## src/rtl/instr_issue_unit_if.sv

```systemverilog
// Instruction-issue bus bundle.
// Groups the instruction ROM read port and the decoded issue bundle that
// feeds pipeline stage 1.
//   imem_en     - ROM read enable (issue unit -> ROM)
//   imem_addr   - ROM read address, PC_W bits (issue unit -> ROM)
//   imem_rdata  - 24-bit ROM word, valid the cycle after imem_en (ROM -> issue unit)
//   issue_valid - issue_* fields carry a real instruction
//   issue_func  - word[23:20], 4'hF marks a bubble
//   issue_rd    - word[19:16]
//   issue_rs1   - word[15:12]
//   issue_rs2   - word[11:8]
//   issue_addr  - word[7:0]
// master: the issue unit. slave: the ROM / pipeline side.
interface instr_issue_unit_if #(parameter int PC_W = 8);
   logic            imem_en;
   logic [PC_W-1:0] imem_addr;
   logic [23:0]     imem_rdata;
   logic            issue_valid;
   logic [3:0]      issue_func;
   logic [3:0]      issue_rd;
   logic [3:0]      issue_rs1;
   logic [3:0]      issue_rs2;
   logic [7:0]      issue_addr;

   modport master (
      output imem_en, imem_addr,
      input  imem_rdata,
      output issue_valid, issue_func, issue_rd, issue_rs1, issue_rs2, issue_addr
   );

   modport slave (
      input  imem_en, imem_addr,
      output imem_rdata,
      input  issue_valid, issue_func, issue_rd, issue_rs1, issue_rs2, issue_addr
   );
endinterface

```

## src/rtl/instr_issue_unit.sv

```systemverilog
// Fetch/decode/issue front end for the 4-stage register-ALU pipeline.
// Fetches 24-bit words from a synchronous instruction ROM, splits them into
// func/rd/rs1/rs2/addr, and issues one instruction per cycle unless a
// read-after-write hazard against the last HAZ_DEPTH issued writers forces a
// bubble. A word with func 4'hF halts the unit until the next start pulse.
// Ports:
//   clk1      - single clock, all state changes on posedge
//   rst_n     - asynchronous active-low reset
//   start     - 1-cycle pulse, begins execution at PC 0 from IDLE or HALT
//   bus       - instr_issue_unit_if master: ROM read port + issue bundle
//   halted    - 1 while in HALT
//   stall_cnt - saturating count of hazard bubbles since start
module instr_issue_unit #(
   parameter int PC_W      = 8,
   parameter int HAZ_DEPTH = 2
) (
   input  logic                clk1,
   input  logic                rst_n,
   input  logic                start,
   instr_issue_unit_if.master  bus,
   output logic                halted,
   output logic [15:0]         stall_cnt
);

   typedef enum logic [1:0] {IDLE, PRIME, RUN, HALT} state_t;

   state_t          state;
   logic [PC_W-1:0] pc;
   logic [23:0]     ir;
   logic            ir_valid;
   logic            rd_pending;
   logic [HAZ_DEPTH-1:0] sb_valid;
   logic [3:0]      sb_rd [HAZ_DEPTH];

   logic [23:0]     cur_word;
   logic            cur_valid;
   logic [3:0]      cur_func;
   logic [3:0]      cur_rd;
   logic [3:0]      cur_rs1;
   logic [3:0]      cur_rs2;
   logic            uses_rs1;
   logic            uses_rs2;
   logic            writes_rd;
   logic            hazard;
   logic            is_halt;
   logic            do_issue;

   // The instruction under decision is the ROM word when a read returned this
   // cycle, otherwise the held copy in ir (replayed while a hazard stalls).
   assign cur_word  = rd_pending ? bus.imem_rdata : ir;
   assign cur_valid = rd_pending | ir_valid;
   assign cur_func  = cur_word[23:20];
   assign cur_rd    = cur_word[19:16];
   assign cur_rs1   = cur_word[15:12];
   assign cur_rs2   = cur_word[11:8];

   // Operand usage decode: which sources a func reads and whether it writes rd.
   always_comb begin
      uses_rs1  = 1'b0;
      uses_rs2  = 1'b0;
      writes_rd = (cur_func <= 4'h8);
      case (cur_func)
         4'h0, 4'h1, 4'h2, 4'h3, 4'h5, 4'h6, 4'h7, 4'h9: uses_rs1 = 1'b1;
         default:                                         uses_rs1 = 1'b0;
      endcase
      case (cur_func)
         4'h0, 4'h1, 4'h2, 4'h4, 4'h6, 4'h7: uses_rs2 = 1'b1;
         default:                             uses_rs2 = 1'b0;
      endcase
   end

   // RAW hazard: any used source matching any valid in-flight writer.
   always_comb begin
      hazard = 1'b0;
      for (int i = 0; i < HAZ_DEPTH; i++) begin
         if (sb_valid[i] && ((uses_rs1 && (cur_rs1 == sb_rd[i])) ||
                             (uses_rs2 && (cur_rs2 == sb_rd[i])))) begin
            hazard = 1'b1;
         end
      end
      if (!cur_valid) begin
         hazard = 1'b0;
      end
   end

   // The fetch decision depends on the word returned this very cycle, so the
   // ROM request is decoded combinationally; pc always names the next fetch.
   assign is_halt     = cur_valid && (cur_func == 4'hF);
   assign do_issue    = (state == RUN) && cur_valid && !is_halt && !hazard;
   assign bus.imem_en   = (state == PRIME) || do_issue;
   assign bus.imem_addr = pc;

   // Main FSM. Issue outputs default to a bubble every cycle; only func and
   // valid change on a bubble, the other fields keep their last value.
   always_ff @(posedge clk1 or negedge rst_n) begin
      if (!rst_n) begin
         state           <= IDLE;
         pc              <= '0;
         ir              <= '0;
         ir_valid        <= 1'b0;
         rd_pending      <= 1'b0;
         sb_valid        <= '0;
         for (int i = 0; i < HAZ_DEPTH; i++) begin
            sb_rd[i] <= '0;
         end
         bus.issue_valid <= 1'b0;
         bus.issue_func  <= 4'hF;
         bus.issue_rd    <= '0;
         bus.issue_rs1   <= '0;
         bus.issue_rs2   <= '0;
         bus.issue_addr  <= '0;
         halted          <= 1'b0;
         stall_cnt       <= '0;
      end else begin
         rd_pending      <= bus.imem_en;
         bus.issue_valid <= 1'b0;
         bus.issue_func  <= 4'hF;
         case (state)
            IDLE: begin
               if (start) begin
                  state     <= PRIME;
                  pc        <= '0;
                  ir_valid  <= 1'b0;
                  sb_valid  <= '0;
                  stall_cnt <= '0;
               end
            end
            PRIME: begin
               pc    <= pc + 1'b1;
               state <= RUN;
            end
            RUN: begin
               ir       <= cur_word;
               ir_valid <= cur_valid;
               for (int i = HAZ_DEPTH - 1; i > 0; i--) begin
                  sb_valid[i] <= sb_valid[i-1];
                  sb_rd[i]    <= sb_rd[i-1];
               end
               sb_valid[0] <= do_issue & writes_rd;
               sb_rd[0]    <= cur_rd;
               if (is_halt) begin
                  state  <= HALT;
                  halted <= 1'b1;
               end else if (hazard) begin
                  if (stall_cnt != 16'hFFFF) begin
                     stall_cnt <= stall_cnt + 16'd1;
                  end
               end else if (do_issue) begin
                  bus.issue_valid <= 1'b1;
                  bus.issue_func  <= cur_func;
                  bus.issue_rd    <= cur_rd;
                  bus.issue_rs1   <= cur_rs1;
                  bus.issue_rs2   <= cur_rs2;
                  bus.issue_addr  <= cur_word[7:0];
                  pc              <= pc + 1'b1;
               end
            end
            HALT: begin
               if (start) begin
                  state     <= PRIME;
                  halted    <= 1'b0;
                  pc        <= '0;
                  ir_valid  <= 1'b0;
                  sb_valid  <= '0;
                  stall_cnt <= '0;
               end
            end
         endcase
      end
   end

endmodule

```

## src/flat_wrapper.sv

```systemverilog
// flat-port wrapper written by rule: the top's interface ports become plain ports
module instr_issue_unit_flat 
#(
   parameter int PC_W      = 8,
   parameter int HAZ_DEPTH = 2
)
  (clk1, rst_n, start, halted, stall_cnt, bus_imem_en, bus_imem_addr, bus_imem_rdata, bus_issue_valid, bus_issue_func, bus_issue_rd, bus_issue_rs1, bus_issue_rs2, bus_issue_addr);
  instr_issue_unit_if #(.PC_W(PC_W)) bus_i ();
  input  logic clk1;
  input  logic rst_n;
  input  logic start;
  output logic halted;
  output logic [15:0] stall_cnt;
  output wire logic [$bits(bus_i.imem_en)-1:0] bus_imem_en;
  output wire logic [$bits(bus_i.imem_addr)-1:0] bus_imem_addr;
  input wire logic [$bits(bus_i.imem_rdata)-1:0] bus_imem_rdata;
  output wire logic [$bits(bus_i.issue_valid)-1:0] bus_issue_valid;
  output wire logic [$bits(bus_i.issue_func)-1:0] bus_issue_func;
  output wire logic [$bits(bus_i.issue_rd)-1:0] bus_issue_rd;
  output wire logic [$bits(bus_i.issue_rs1)-1:0] bus_issue_rs1;
  output wire logic [$bits(bus_i.issue_rs2)-1:0] bus_issue_rs2;
  output wire logic [$bits(bus_i.issue_addr)-1:0] bus_issue_addr;
  assign bus_imem_en = bus_i.imem_en;
  assign bus_imem_addr = bus_i.imem_addr;
  assign bus_i.imem_rdata = bus_imem_rdata;
  assign bus_issue_valid = bus_i.issue_valid;
  assign bus_issue_func = bus_i.issue_func;
  assign bus_issue_rd = bus_i.issue_rd;
  assign bus_issue_rs1 = bus_i.issue_rs1;
  assign bus_issue_rs2 = bus_i.issue_rs2;
  assign bus_issue_addr = bus_i.issue_addr;
  instr_issue_unit #(.PC_W(PC_W), .HAZ_DEPTH(HAZ_DEPTH)) u_core (.clk1(clk1), .rst_n(rst_n), .start(start), .bus(bus_i), .halted(halted), .stall_cnt(stall_cnt));
endmodule
```

## config.mk

```make
export PLATFORM = sky130hd
export DESIGN_NAME = instr_issue_unit_flat
export DESIGN_NICKNAME = d
export VERILOG_FILES = /design/src/rtl/instr_issue_unit_if.sv /design/src/rtl/instr_issue_unit.sv /design/src/flat_wrapper.sv
export SDC_FILE = /design/constraint.sdc
export NUM_CORES = 1
export LEC_CHECK = 0
export BUFFER_PORTS_ARGS = -buffer_cell sky130_fd_sc_hd__buf_2
export CAP_MARGIN = 10
export CORE_ASPECT_RATIO = 1.5
export CORE_MARGIN = 10
export CORE_UTILIZATION = 52
export DETAILED_ROUTE_END_ITERATION = 10
export GPL_ROUTABILITY_DRIVEN = 1
export PLACE_DENSITY_LB_ADDON = 0.1
export SYNTH_ARGS = -nofsm -noshare
export SYNTH_HDL_FRONTEND = slang
export SYNTH_SLANG_ARGS = --single-unit
```

## constraint.sdc

```tcl
create_clock -name clk1 -period 3.25 [get_ports clk1]
set_input_delay 0.1625 -clock clk1 [delete_from_list [all_inputs] [get_ports clk1]]
set_output_delay 0.1625 -clock clk1 [all_outputs]
set_load 0.01 [all_outputs]
```

# After elaboration in Yosys (flattened, before gate mapping)
# Memories as Yosys holds them, arrays and structs flattened.
# Cells that the tools add are included.
[totals] register_bits=88 latch_bits=0 ramBits=0 mem_bits_ro=16 inputBits=27 out_inout_bits=51 wordCells=105 memories=1
[op_classes] add_sub_neg=2 multipliers=0 n_div=0 magnitude_cmp=1 eq_ne=22 n_shift=0 mux=32 n_bitwise=4 reduce_logical=27
[memory_table] name="(name not given)" words=16 width=1 rd=1 rd_clocked_by_memory_dff=0 write_ports=0 line="instr_issue_unit.sv:62" source="case (cur_func)"
[op_table] op="16-bit 2-to-1 mux" n=4
[op_table] op="8-bit 2-to-1 mux" n=4
[op_table] op="16-bit one-hot mux with 2 select lines" n=1
[op_table] op="24-bit 2-to-1 mux" n=1
[op_table] op="8-bit one-hot mux with 3 select lines" n=1
[op_table] op="16-bit by 1-bit adder with 16-bit output (second input constant)" n=1
[op_table] op="4-bit == test" n=4
[op_table] op="4-bit 2-to-1 mux" n=4
[op_table] op="16-bit != test (second input constant)" n=1
[op_table] op="4-bit by 3-bit == test with 1-bit output (second input constant)" n=3
[op_table] op="1-bit logical AND" n=10
[op_table] op="1-bit 2-to-1 mux" n=10
[op_table] op="8-bit by 1-bit adder with 8-bit output (second input constant)" n=1
[op_table] op="2-bit by 1-bit != test with 1-bit output (second input constant)" n=4
[op_table] op="2-bit != test (second input constant)" n=4
[op_table] op="4-bit AND reduction" n=2
[op_table] op="2-bit 2-to-1 mux" n=3
[op_table] op="2-bit one-hot mux with 3 select lines" n=1
[op_table] op="6-bit OR reduction" n=1
[op_table] op="5-bit AND reduction" n=1
[op_table] op="2-bit == test (second input constant)" n=2
[op_table] op="4-bit by 1-bit == test with 1-bit output (second input constant)" n=1
[op_table] op="4-bit by 2-bit == test with 1-bit output (second input constant)" n=1
[op_table] op="4-bit == test (second input constant)" n=1
[op_table] op="15 further kinds" n=22

# Longest topological paths before layout
[depth] word_depth=16 mapped_depth=12 mapped_depth_nobuf=9

# Least setup slack after synthesis
# Ideal clock, no wire load.
[synth_timing] path_kind="register to register" from="reg u_core.rd_pending" to="reg u_core.bus.issue_addr[1]" setup_time_ps=125 t_arrival_ps=2459 t_required_ps=3125 path_slack_ps=666 path_stages_with_launch=12 path_buffers=4 period_less_slack_ps=2584 cell_sequence="dfrtp_1 > buf_6 > mux2i_1 > a21boi_0 > o22a_1 > a22oi_1 > o22a_1 > buf_6 > and3_4 > buf_6 > buf_12 > mux2_4"
[synth_via] elab_chain_len=13
[synth_rtl] element="from (decl)" line="instr_issue_unit.sv:31" source="logic rd_pending;"
[synth_rtl] element="from (signal assigned)" line="instr_issue_unit.sv:115" source="rd_pending <= bus.imem_en;"
[synth_rtl] element="24-bit 2-to-1 mux" line="instr_issue_unit.sv:50" source="assign cur_word = rd_pending ? bus.imem_rdata : ir;"
[synth_rtl] element="4-bit by 1-bit == test with 1-bit output (tied with other cells)" line="instr_issue_unit.sv:66" source="case (cur_func)"
[synth_rtl] element="6-bit OR reduction" line="instr_issue_unit.sv:66"
[synth_rtl] element="1-bit 2-to-1 mux" line="instr_issue_unit.sv:66"
[synth_rtl] element="1-bit logical AND" line="instr_issue_unit.sv:77" source="(uses_rs2 && (cur_rs2 == sb_rd[i])))) begin"
[synth_rtl] element="1-bit logical OR" line="instr_issue_unit.sv:76" source="if (sb_valid[i] && ((uses_rs1 && (cur_rs1 == sb_rd[i])) ||"
[synth_rtl] element="1-bit logical AND" line="instr_issue_unit.sv:76"
[synth_rtl] element="1-bit 2-to-1 mux (2 in a row)" line="instr_issue_unit.sv:76"
[synth_rtl] element="1-bit 2-to-1 mux" line="instr_issue_unit.sv:81" source="if (!cur_valid) begin"
[synth_rtl] element="1-bit logical NOT" line="instr_issue_unit.sv:89" source="assign do_issue = (state == RUN) && cur_valid && !is_halt && !hazard;"
[synth_rtl] element="1-bit logical AND" line="instr_issue_unit.sv:89"
[synth_rtl] element="4-bit AND reduction (no source line)"
[synth_rtl] element="to (signal assigned)" line="instr_issue_unit.sv:154" source="bus.issue_addr <= cur_word[7:0];"
[synth_rtl] element="to (decl)" line="instr_issue_unit_if.sv:28" source="output issue_valid, issue_func, issue_rd, issue_rs1, issue_rs2, issue_addr"
# Parallel ways exist; a longest one is shown, timed or not.
# A chain may end at the register's enable or synchronous reset.

# Worst setup path after layout
[layout_timing] from="reg u_core.rd_pending" to="reg u_core.stall_cnt[1]"
[layout_via] elab_chain_len=12
[layout_rtl] element="24-bit 2-to-1 mux" line="instr_issue_unit.sv:50"
[layout_rtl] element="4-bit by 1-bit == test with 1-bit output (tied with other cells)" line="instr_issue_unit.sv:66"
[layout_rtl] element="6-bit OR reduction" line="instr_issue_unit.sv:66"
[layout_rtl] element="1-bit 2-to-1 mux" line="instr_issue_unit.sv:66"
[layout_rtl] element="1-bit logical AND" line="instr_issue_unit.sv:77"
[layout_rtl] element="1-bit logical OR" line="instr_issue_unit.sv:76"
[layout_rtl] element="1-bit logical AND" line="instr_issue_unit.sv:76"
[layout_rtl] element="1-bit 2-to-1 mux (2 in a row)" line="instr_issue_unit.sv:76"
[layout_rtl] element="1-bit 2-to-1 mux" line="instr_issue_unit.sv:81"
[layout_rtl] element="2-bit by 1-bit != test with 1-bit output (no source line)"
[layout_rtl] element="5-bit AND reduction (no source line) *"
[layout_rtl] element="to (signal assigned)" line="instr_issue_unit.sv:146" source="stall_cnt <= stall_cnt + 16'd1;"
[layout_rtl] element="to (decl)" line="instr_issue_unit.sv:22" source="output logic [15:0] stall_cnt"
# Mark *: on every way between the ends. The rest lies on a longest branch, timed or not.

==> reports/metrics.cfg <==
[job]
drv_cap=0

[critical_path]
crit_family=simple AND/OR/NAND/NOR gates
startpoint_type=flop
arrival_ns=3.26
path_class=flop to flop
path_buf_inv=2
crit_start=u_core.rd_pending
crit_fanout=17
end_kind=flop
cp_slowest_cell=nand2_1
r2r-start=u_core.rd_pending
critical_path_required_ns=3.47
max_stage_delay_ns=0.46
crit_chain=buf_12 > mux2i_2 > buf_4 > nor4_1 > nor2_1 > nand2_1 > o31ai_4 > mux2_2

[place]
port_buffers=77
routabilityCongestion=0.838
dpl_cell_area_sq_um=5140
hpwl_um=8090

[clock_tree]
numCtsBuffers=9
clkLatencyLatePin_ns=0.34
postCtsHoldBufs=0
cts_sinks=84
cts_max_path_buffers=2
cts_tree=done
cts-root-buf=clkbuf_16
cts-htree-levels=3
clk_pin_slew_ns=0.06

[layout]
final_common_cell=dfrtp_1
layout.nets=553
mostFrequentLayoutCells=80 x dfrtp_1, 76 x buf_2, 39 x mux2_2, 29 x nor2_1, 27 x nand2_1
design_area_sq_um=5490
drive_gt1_share_pct=33.3
layout-area-overhead-vs-synth_pct=18.1
num_antenna_cells=0

[pwr]
power_density_nw_per_um2=981
power.leakage_nw=2.40
peakVddDrop_uv=526

[routing]
viasPerCell=5.85
drt_drc_violations_left=0
ant_nets=0
dr.pass1.iters=5
initialDrtViolationCount=165
wl_per_cell_um=18.1
vias=3712
wirelength_um=11500

[worst_hold_path]
hold_class=primary input to asynchronous set/reset pin

[timing]
worst_pin_slew_ns=1.05
setup_viol=0
period_minus_slack_ns=3.04
fin_tns_setup_ns=0
slew_headroom_pct=30.3
hold_viol_final=0
clock_skew_ns=0.00920
fmax_ghz=0.329
finalMaxSlewViolations=0
rsz0062_at_grt=no
period_share_pct=93.4

[floorplanning]
die_width_um=97.2
start_util_pct=53.0
ios=78
chipHeight_um=136
coreArea_sq_um=8780
placement_rows=42
die_area_sq_um=13200

[synthesis]
ys.warnings.count=0
avgSynthCellArea_sq_um=10.5
syn_nets=474
async_reset_ff_share_pct=100
ys.flop_type=dfrtp_1
synthCells=441
synth-seq-area-share_pct=45.3
netlist_area_sq_um=4650
synth_cell_types=57
ys_seq_elements=84
synth_edf_count=0

[global_routing]
grt_pass1_wl_um=19000
grt_antenna_before_repair=0
grt_max_degree=85
gr-total-overflow=0
grt_pass1_vias=3843
grtUsageMet2_pct=30.6
busiest_layer=met2
grtUsageTotal_pct=17.3
met3_usage_pct=3.96
use_met1_pct=19.8

[outcome]
status=complete, no violations

[report_power, final]
group          switching, mW  internal, mW
combinational           1.48          1.17
sequential             0.313          1.42
clock                  0.405         0.595
total                   2.20          3.19
[layer usage]
| layer | wire length, um | vias to the layer above |
|---|---|---|
| met5 | 0 | - |
| met4 | 184 | 0 |
| met3 | 535 | 17 |
| met2 | 5970 | 112 |
| met1 | 4790 | 1814 |
| li1 | - | 1769 |
[Yosys cell counts, drive strengths merged, types with 11 or more instances]
| master | n | area [sq um] |
|---|---|---|
| dfrtp | 80 | 2000 |
| mux2 | 45 | 529 |
| nor2 | 29 | 109 |
| nand2 | 27 | 101 |
| inv | 24 | 90.1 |
| o21ai | 23 | 115 |
| mux2i | 20 | 220 |
| xnor2 | 17 | 149 |
| a21oi | 14 | 70.1 |
| clkbuf | 13 | 48.8 |
| nand3 | 12 | 60.1 |
| nor4 | 12 | 87.6 |
| buf | 11 | 103 |
| nor3 | 11 | 55.1 |
[flip-flops by register name, indices dropped and copies added, names as in the netlist]
signal / flops
u_core.bus.imem_addr: 8
u_core.ir_valid: 1
u_core.bus.issue_valid: 1
u_core.rd_pending: 1
u_core.sb_valid: 2
u_core.halted: 1
u_core.sb_rd: 7
u_core.state: 2
u_core.bus.issue_func: 4
u_core.bus.issue_rs2: 4
u_core.bus.issue_addr: 8
u_core.bus.issue_rd: 4
u_core.stall_cnt: 16
u_core.bus.issue_rs1: 4
u_core.ir: 21
[logic make-up after synthesis]
logic type                 Yosys count  share of synthesized area (%)
AOI/OAI and AO/OA                   98                           15.0
xor gates and xnor gates            17                           3.20
adders and majority gates            6                           1.61
buffers and inverters               48                           5.19
DFF                                 84                           45.3
muxes                               65                           16.1
and+or+nand+nor                    123                           13.6
[stage by stage]
stage          std cells  hold WS, ns  util (%)  worst slack (ns)  total power, mW
2_1_floorplan        441       -0.133         -             0.666             3.58
3_5_place_dp         617        0.415      58.5             0.221             4.34
6_report             635      0.00607      62.6             0.214             5.39
5_1_grt              635       0.0773      62.6            0.0493             5.77
3_3_place_gp         617        0.411      58.5             0.285             4.27
4_1_cts              634       0.0622      61.9           0.00180             5.37
[repair_timing]
| item | 4_1_cts | 5_1_grt |
|---|---|---|
| setup buffers | 0 | 1 |
| setup endpoints to repair | 1 | 2 |
| resized for setup | 1 | 10 |
| gates cloned | 1 | 0 |
| endpoints found under the hold margin | 0 | 0 |
[cell type report]
type	count	area [sq um]
sequential	84	2110
multi-input combinational	310	2370
clock inverter	4	50.0
timing repair buffer	91	505
fill	711	3280
inverter	24	90.1
clock buffer	12	236
tap	110	138
[worst paths after layout]
| check | to | slack [ns] | depth (start not counted) |
|---|---|---|---|
| setup / recovery | u_core.stall_cnt[1] | 0.21 | 8 |
| hold / removal | u_core.bus.issue_addr[5] | 0.006 | 1 |
| setup reg to reg | u_core.stall_cnt[1] | 0.21 | 8 |
| hold reg to reg | u_core.sb_valid[1] | 0.50 | 1 |
| max in group asynchronous | u_core.sb_rd[1] | 2.57 | 1 |
| min in group clk1 | u_core.ir[4] | 0.07 | 2 |
Power figures use the tool's default switching activity.
